===== src/rtl/lfsr_rng_arbiter_if.sv =====
// Request/grant/random-data bundle between consumers (master) and the shared LFSR arbiter (slave).
// Grants and data are one-cycle pulses; requesters hold req until their pulse, with no other backpressure.
interface lfsr_rng_arbiter_if #(
  parameter int NREQ = 4
);
  logic [NREQ-1:0] req;
  logic [NREQ-1:0] gnt;
  logic            rnd_valid;
  logic [7:0]      rnd_data;
  logic            seed_load;
  logic [7:0]      seed_data;
  logic            busy;
  logic [7:0]      lfsr_state;

  modport master (
    output req, seed_load, seed_data,
    input  gnt, rnd_valid, rnd_data, busy, lfsr_state
  );

  modport slave (
    input  req, seed_load, seed_data,
    output gnt, rnd_valid, rnd_data, busy, lfsr_state
  );
endinterface


===== src/rtl/lfsr_rng_arbiter.sv =====
// Round-robin share of one 8-bit Fibonacci LFSR; each grant shifts STEPS times and then pulses one byte.
// Latency STEPS+1 cycles from the IDLE cycle that accepts req; one delivery every STEPS+2 cycles.
module lfsr_rng_arbiter #(
  parameter int         NREQ     = 4,
  parameter int         STEPS    = 2,
  parameter logic [7:0] RST_SEED = 8'hAD
) (
  input  logic                clk,
  input  logic                rst,
  lfsr_rng_arbiter_if.slave   bus
);
  localparam int IW = (NREQ > 1) ? $clog2(NREQ) : 1;
  localparam logic [NREQ-1:0] GNT_ONE = {{(NREQ-1){1'b0}}, 1'b1};

  typedef enum logic [1:0] {IDLE, STEP, DELIVER} state_t;

  state_t          state, state_nx;
  logic [7:0]      lfsr;
  logic [7:0]      lfsr_nx;
  logic [3:0]      cnt;
  logic [IW-1:0]   last;
  logic [IW-1:0]   win_idx;
  logic [IW-1:0]   pick_idx;
  logic [IW-1:0]   cand;
  logic            pick_vld;
  logic [NREQ-1:0] gnt_q;
  logic            vld_q;
  logic [7:0]      data_q;

  assign lfsr_nx = {lfsr[7] ^ lfsr[5] ^ lfsr[4] ^ lfsr[3], lfsr[7:1]};

  // Search starts just after the last winner so it drops to lowest priority.
  always_comb begin
    pick_vld = 1'b0;
    pick_idx = '0;
    cand     = '0;
    for (int i = 1; i <= NREQ; i++) begin
      cand = IW'((int'(last) + i) % NREQ);
      if (!pick_vld && bus.req[cand]) begin
        pick_vld = 1'b1;
        pick_idx = cand;
      end
    end
  end

  always_ff @(posedge clk) begin
    if (rst) begin
      state <= IDLE;
    end else begin
      state <= state_nx;
    end
  end

  always_comb begin
    state_nx = state;
    unique case (state)
      IDLE:    if (!bus.seed_load && pick_vld) state_nx = STEP;
      STEP:    if (cnt == 4'd1) state_nx = DELIVER;
      DELIVER: state_nx = IDLE;
      default: state_nx = IDLE;
    endcase
  end

  always_ff @(posedge clk) begin
    if (rst) begin
      lfsr    <= RST_SEED;
      cnt     <= '0;
      last    <= IW'(NREQ - 1);
      win_idx <= '0;
      gnt_q   <= '0;
      vld_q   <= 1'b0;
      data_q  <= '0;
    end else begin
      gnt_q <= '0;
      vld_q <= 1'b0;
      case (state)
        IDLE: begin
          // A zero seed would lock the LFSR, so it falls back to the reset seed.
          if (bus.seed_load) begin
            lfsr <= (bus.seed_data == 8'd0) ? RST_SEED : bus.seed_data;
          end else if (pick_vld) begin
            win_idx <= pick_idx;
            cnt     <= 4'(STEPS);
          end
        end
        STEP: begin
          lfsr <= lfsr_nx;
          cnt  <= cnt - 4'd1;
          if (cnt == 4'd1) begin
            gnt_q  <= GNT_ONE << win_idx;
            vld_q  <= 1'b1;
            data_q <= lfsr_nx;
          end
        end
        DELIVER: last <= win_idx;
        default: ;
      endcase
    end
  end

  assign bus.gnt        = gnt_q;
  assign bus.rnd_valid  = vld_q;
  assign bus.rnd_data   = data_q;
  assign bus.busy       = (state != IDLE);
  assign bus.lfsr_state = lfsr;
endmodule

===== src/flat_wrapper.sv =====
// flat-port wrapper written by rule: the top's interface ports become plain ports
module lfsr_rng_arbiter_flat 
#(
  parameter int         NREQ     = 4,
  parameter int         STEPS    = 2,
  parameter logic [7:0] RST_SEED = 8'hAD
)
  (clk, rst, bus_req, bus_seed_load, bus_seed_data, bus_gnt, bus_rnd_valid, bus_rnd_data, bus_busy, bus_lfsr_state);
  lfsr_rng_arbiter_if #(.NREQ(NREQ)) bus_i ();
  input  logic clk;
  input  logic rst;
  input wire logic [$bits(bus_i.req)-1:0] bus_req;
  input wire logic [$bits(bus_i.seed_load)-1:0] bus_seed_load;
  input wire logic [$bits(bus_i.seed_data)-1:0] bus_seed_data;
  output wire logic [$bits(bus_i.gnt)-1:0] bus_gnt;
  output wire logic [$bits(bus_i.rnd_valid)-1:0] bus_rnd_valid;
  output wire logic [$bits(bus_i.rnd_data)-1:0] bus_rnd_data;
  output wire logic [$bits(bus_i.busy)-1:0] bus_busy;
  output wire logic [$bits(bus_i.lfsr_state)-1:0] bus_lfsr_state;
  assign bus_i.req = bus_req;
  assign bus_i.seed_load = bus_seed_load;
  assign bus_i.seed_data = bus_seed_data;
  assign bus_gnt = bus_i.gnt;
  assign bus_rnd_valid = bus_i.rnd_valid;
  assign bus_rnd_data = bus_i.rnd_data;
  assign bus_busy = bus_i.busy;
  assign bus_lfsr_state = bus_i.lfsr_state;
  lfsr_rng_arbiter #(.NREQ(NREQ), .STEPS(STEPS), .RST_SEED(RST_SEED)) u_core (.clk(clk), .rst(rst), .bus(bus_i));
endmodule

===== config.mk =====
export PLATFORM = sky130hd
export DESIGN_NAME = lfsr_rng_arbiter_flat
export DESIGN_NICKNAME = d
export VERILOG_FILES = /design/src/rtl/lfsr_rng_arbiter_if.sv /design/src/rtl/lfsr_rng_arbiter.sv /design/src/flat_wrapper.sv
export SDC_FILE = /design/constraint.sdc
export NUM_CORES = 1
export LEC_CHECK = 0
export ABC_AREA = 0
export BUFFER_PORTS_ARGS = -buffer_cell sky130_fd_sc_hd__clkbuf_2
export CAP_MARGIN = 15
export CORE_UTILIZATION = 30
export DETAILED_ROUTE_END_ITERATION = 8
export PLACE_DENSITY = 0.55
export SYNTH_ARGS = -nofsm -noshare
export SYNTH_HDL_FRONTEND = slang
export SYNTH_SLANG_ARGS = --single-unit

===== constraint.sdc =====
create_clock -name clk -period 2.68 [get_ports clk]
set_input_delay 0.402 -clock clk [delete_from_list [all_inputs] [get_ports clk]]
set_output_delay 0.402 -clock clk [all_outputs]
set_load 0.03 [all_outputs]

# After elaboration in Yosys (flattened, before gate mapping)
# Index checks and enable logic that the tools add are counted.
# classes
n_addsub	5
magnitude_cmp	4
n_eq_ne	8
shifts	1
n_mux	26
n_bitwise	6
n_reduce_logical	19
# op_table
cell	n
$mux W8	2
$pmux W8 S2	1
$lt A2 B3 Y1 const B	4
$mux W2	6
$mux W1	9
$bmux W1 S2	4
$logic_not A8 Y1	1
$mux W4	2
$pmux W4 S2	1
$ne A2 B1 Y1 const B	3
$reduce_and A2 Y1	3
$reduce_and A3 Y1	2
$add A2 B1 Y2 const B	2
$add A2 B2 Y2 const B	2
$eq A4 B1 Y1 const B	1
$logic_and A1 B1 Y1	4
$logic_not A1 Y1	4
$ne A2 B2 Y1 const B	2
$pmux W2 S2	1
$reduce_bool A2 Y1	2
$shl A1 B2 Y4 const A	1
$sub A4 B1 Y4 const B	1
$not A1 Y1	3
$reduce_or A3 Y1	1
5 further kinds	7
# totals
reg_bits	31
inputBits	15
output_inout_bits	22
word_cells	77

# Logic depth before layout (Yosys ltp)
# logic_depth
depth_word	16
depth_mapped	7
ltp_nobuf	6

# Least setup slack after synthesis
# No wires, ideal clock.
# synth_path
path_kind	register to register
startpoint	register u_core.cnt[0]
endpoint	register u_core.data_q[0], in the netlist u_core.bus.rnd_data[0]
setup_time_ns	0.128
arrival_time_ns	1.444
t_required_ns	2.552
path_slack_ns	1.109
path_stages_with_launch	7
period_less_slack_ns	1.571
cell_sequence	dfxtp_1 ha_1 or3b_1 or2_1 buf_2 mux2i_1 nor2_1
# synth_via
elab_chain_cells	2
# synth_rtl
item	line_no	rtl
start: declaration	lfsr_rng_arbiter.sv:20	logic [3:0] cnt;
start signal: assignment	lfsr_rng_arbiter.sv:83	cnt <= 4'(STEPS);
start signal: assignment	lfsr_rng_arbiter.sv:88	cnt <= cnt - 4'd1;
$eq A4 B1 Y1	lfsr_rng_arbiter.sv:89	if (cnt == 4'd1) begin
$reduce_and A2 Y1 (no source line)	-	
end signal: assignment	lfsr_rng_arbiter.sv:92	data_q <= lfsr_nx;
end: declaration	lfsr_rng_arbiter.sv:28	logic [7:0] data_q;
# No other way between the ends.
# A chain may end at the register's enable or synchronous reset.

# Final worst setup path
# layout_path
startpoint	register u_core.state[1]
endpoint	register u_core.data_q[1], in the netlist u_core.bus.rnd_data[1]
# layout_via
elab_chain_cells	2
# layout_rtl
item	line_no	rtl
start: declaration	lfsr_rng_arbiter.sv:17	state_t state, state_nx;
start signal: assignment	lfsr_rng_arbiter.sv:50	state <= state_nx;
$eq A2 B1 Y1	lfsr_rng_arbiter.sv:76	case (state)
$reduce_and A2 Y1 (no source line)	-	
# No other way between the ends.

==> Flow_metrics.wiki <==
{| class="wikitable"
! Metric !! Value
|-
| Register-to-Register Path Depth || 4
|-
| Share of the core filled with cells in the final layout || 0.359
|-
| Flop2flop setup slack || 0.85 ns
|-
| Category of the critical setup timing path || register to register
|-
| Antenna-violating nets left || 0
|-
| Growth of design area from synthesis to finish || 16.0%
|-
| Detailed-route vias per instance || 4.59
|-
| Number of storage elements in the synthesis netlist || 31
|-
| Leakage power || 0.787 nW
|-
| Count of flip-flops with a built-in enable after synthesis || 0
|-
| Core Area || 0.00472 mm^2
|-
| Post-synthesis mux area share || 0.0684
|-
| Primary FF master, synth || dfxtp_1
|-
| Status || completed
|-
| Most frequent standard cell in the layout excluding fill and tap cells || clkbuf_2
|-
| Share of synthesized flip-flops with an asynchronous set or reset || 0
|-
| Number of design rule violations left after detail routing || 0
|-
| RePlAce Congestion || 0.757
|-
| Final setup viols || 0
|-
| Total clock buffers created by CTS || 5
|-
| Maximum clock insertion buffer count || 2
|-
| Final HPWL from detailed placement || 2140 um
|-
| Die Span Y || 71.9 um
|-
| Effective utilization at floorplan || 0.310
|-
| Most frequent cells in the layout || clkbuf_2 (36), dfxtp_1 (31), nor2_1 (27)
|-
| Nature of the critical path endpoint || register
|-
| Ratio of cells with drive above 1 in the final layout || 0.241
|-
| Post-synthesis simple-gate area fraction || 0.268
|-
| Number of port buffers || 36
|-
| Number of H-tree branching levels || 2
|-
| Grt total ovfl || 0
|-
| Post-synthesis xor/xnor area fraction || 0.0239
|-
| Final TNS setup || 0 ns
|-
| Root buffer cell || clkbuf_8
|-
| Pwr per Cell Area || 618 mW/mm^2
|-
| Number of max-slew violations in the final report || 0
|-
| Worst Setup SP || u_core.state[1]
|-
| Diodes inserted || 0
|-
| Total standard cell area after synthesis || 0.00146 mm^2
|-
| Count of maximum capacitance violations || 0
|-
| Number of core rows || 25
|-
| Setup crit start kind || register
|-
| Worst flop-to-flop path startpoint || u_core.state[1]
|-
| Part of the power in combinational logic || 0.176
|-
| Vias in the first global route || 1062
|-
| Fin. Hold Viols || 0
|-
| Data required, critical path || 2.82 ns
|-
| Total length of routed wires || 2930 um
|-
| Worst setup endpoint || u_core.bus.rnd_data[1]
|-
| Pre-Repair DR Iteration Count || 6
|-
| Clock slew at the register clock pins of the worst setup and hold paths || 0.06 ns
|-
| Synth Instances || 167
|-
| Fmax || 546 MHz
|-
| Initial antenna violation count || 0
|-
| Clock tree from TritonCTS || yes
|-
| Post-Synthesis Mean Instance Area || 8.77 um^2
|-
| Worst-skew pair later-pin latency || 0.28 ns
|-
| Setup repair after global routing missed its margin || false
|-
| Post-Route Skew || 0.00340 ns
|-
| Endpoint of the worst register-to-register path || u_core.bus.rnd_data[1]
|-
| Post-synthesis compound-gate area fraction || 0.110
|-
| Part of the Yosys area used for sequential elements || 0.424
|-
| Min cycle time layout || 1.83 ns
|-
| Net switching power || 0.309 mW
|-
| Post-synthesis net count || 184
|-
| Number of distinct library cells after synthesis || 37
|-
| Net total in the final layout || 211
|-
| Warning count from the yosys run || 0
|-
| Int Power || 0.740 mW
|-
| Die ar. || 0.00516 mm^2
|-
| Largest net degree at the start of global routing || 30
|-
| Total clock sinks || 31
|-
| Fill cell count || 499
|-
| Final clock period utilization by the worst path || 0.683
|-
| Part of the total power dissipated in the clock network || 0.328
|-
| Global-route usage over all layers || 0.122
|-
| Sequential share of power || 0.496
|-
| Die span in x || 71.9 um
|-
| Arrival time worst endpoint || 1.98 ns
|-
| Via count || 1203
|-
| Actual slew at the worst max-slew pin || 0.579 ns
|-
| Total of cells resized after clock tree synthesis || 0
|-
| Global-route wire length before repair || 4770 um
|-
| Dominant combinational cell family by area after synthesis || simple AND/OR/NAND/NOR gates
|-
| Peak ir drop on the vdd network || 0.000175 V
|-
| Share of total power consumed by net switching || 0.295
|-
| Setup bufs post-CTS || 0
|-
| Drt initial violations || 72
|-
| Hold-fix buffers at CTS || 0
|-
| Ports placed on the boundary || 37
|-
| Hold Path Class || input port to register
|-
| Highest fanout seen on the critical path || 10
|-
| Max-slew headroom || 0.614
|-
| Drt wl/cell || 11.2 um
|-
| Adder-Cell Fraction of Synth Area || 0.0171
|}
[worst max-delay path: stages (launching register included)]
cell	delay (ns)
dfxtp_1	0.54
nand2b_1	0.36
or2_1	0.49
mux2i_1	0.25
nor2_1	0.05
[final cells by class]
| type | instances | area [um^2] | area share |
|---|---|---|---|
| timing repair buffer | 36 | 180 | 0.106 |
| multi-input combinational | 115 | 713 | 0.420 |
| tap | 67 | 83.8 | 0.0494 |
| sequential | 31 | 621 | 0.366 |
| clock inverter | 1 | 5.00 | 0.00295 |
| inverter | 5 | 18.8 | 0.0111 |
| clock buffer | 7 | 76.3 | 0.0450 |
[power by group through the flow]
stage	clock, mW	sequential (mW)	combinational [mW]
after floorplan	0	0.526	0.155
after global placement	0	0.532	0.186
after detailed placement	0	0.531	0.186
after CTS	0.356	0.521	0.187
after global routing	0.371	0.525	0.207
final	0.344	0.520	0.185
[per-stage QoR]
step | worst slack [ns] | area (um^2) | hold slack (ns) | power (mW) | std cells
6_report | 0.849 | 1700 | 0.391 | 1.05 | 262
3_5_place_dp | 0.818 | 1620 | 0.476 | 0.718 | 254
4_1_cts | 0.806 | 1700 | 0.395 | 1.06 | 262
2_1_floorplan | 1.11 | 1460 | 0.444 | 0.682 | 167
5_1_grt | 0.683 | 1700 | 0.404 | 1.10 | 262
3_3_place_gp | 0.887 | 1620 | 0.480 | 0.718 | 254
[registers in the layout (all words and copies together), names as in the netlist]
name and count:
u_core.bus.gnt 4, u_core.bus.lfsr_state 8, u_core.bus.rnd_data 8, u_core.bus.rnd_valid 1, u_core.cnt 4, u_core.last 2
u_core.state 2, u_core.win_idx 2
[how the worst min path moves through the flow]
stage	from	to	slack, ns	cells after the start
after floorplan	u_core.win_idx[1]	u_core.bus.gnt[1]	0.44	1
after global placement	u_core.win_idx[1]	u_core.bus.gnt[1]	0.48	1
after detailed placement	u_core.win_idx[1]	u_core.bus.gnt[1]	0.48	1
after CTS	bus_seed_data[3]	u_core.bus.lfsr_state[3]	0.39	3
after global routing	bus_seed_data[3]	u_core.bus.lfsr_state[3]	0.40	3
final	bus_seed_data[3]	u_core.bus.lfsr_state[3]	0.39	3
[logic make-up (layout without fill, tap and decap cells)]
logic type	count (synthesis)	in the layout
XOR/XNOR	4	4
adder cells (fa/ha/maj)	2	2
AO/OA/AOI/OAI	28	28
multiplexers	10	10
AND/OR/NAND/NOR	71	71
flip-flops	31	31
buffers and inverters	21	49
[synthesized netlist by cell type (all sizes together), types with 3 or more instances]
| library cell | n | area share |
|---|---|---|
| nand2 | 7 | 0.018 |
| o21ai | 9 | 0.031 |
| nor2 | 28 | 0.083 |
| o22ai | 3 | 0.013 |
| dfxtp | 31 | 0.42 |
| a21oi | 11 | 0.038 |
| buf | 12 | 0.066 |
| mux2i | 10 | 0.068 |
| nor4 | 5 | 0.032 |
| xnor2 | 3 | 0.018 |
| inv | 5 | 0.013 |
| nor3 | 10 | 0.038 |
| nor2b | 4 | 0.017 |
| nand2b | 5 | 0.021 |
| clkbuf | 4 | 0.010 |
[routing by layer]
layer  routed length [um]  part of all wire  track usage  up-vias
li1                     -                 -            -      617
met1                 1390              0.47        0.156      557
met3                  117             0.040       0.0380        2
met2                 1400              0.48        0.191       27
met4                   29            0.0099       0.0458        0
met5                    0                 0            0        -
No activity file was read; power rests on OpenSTA's default activity.
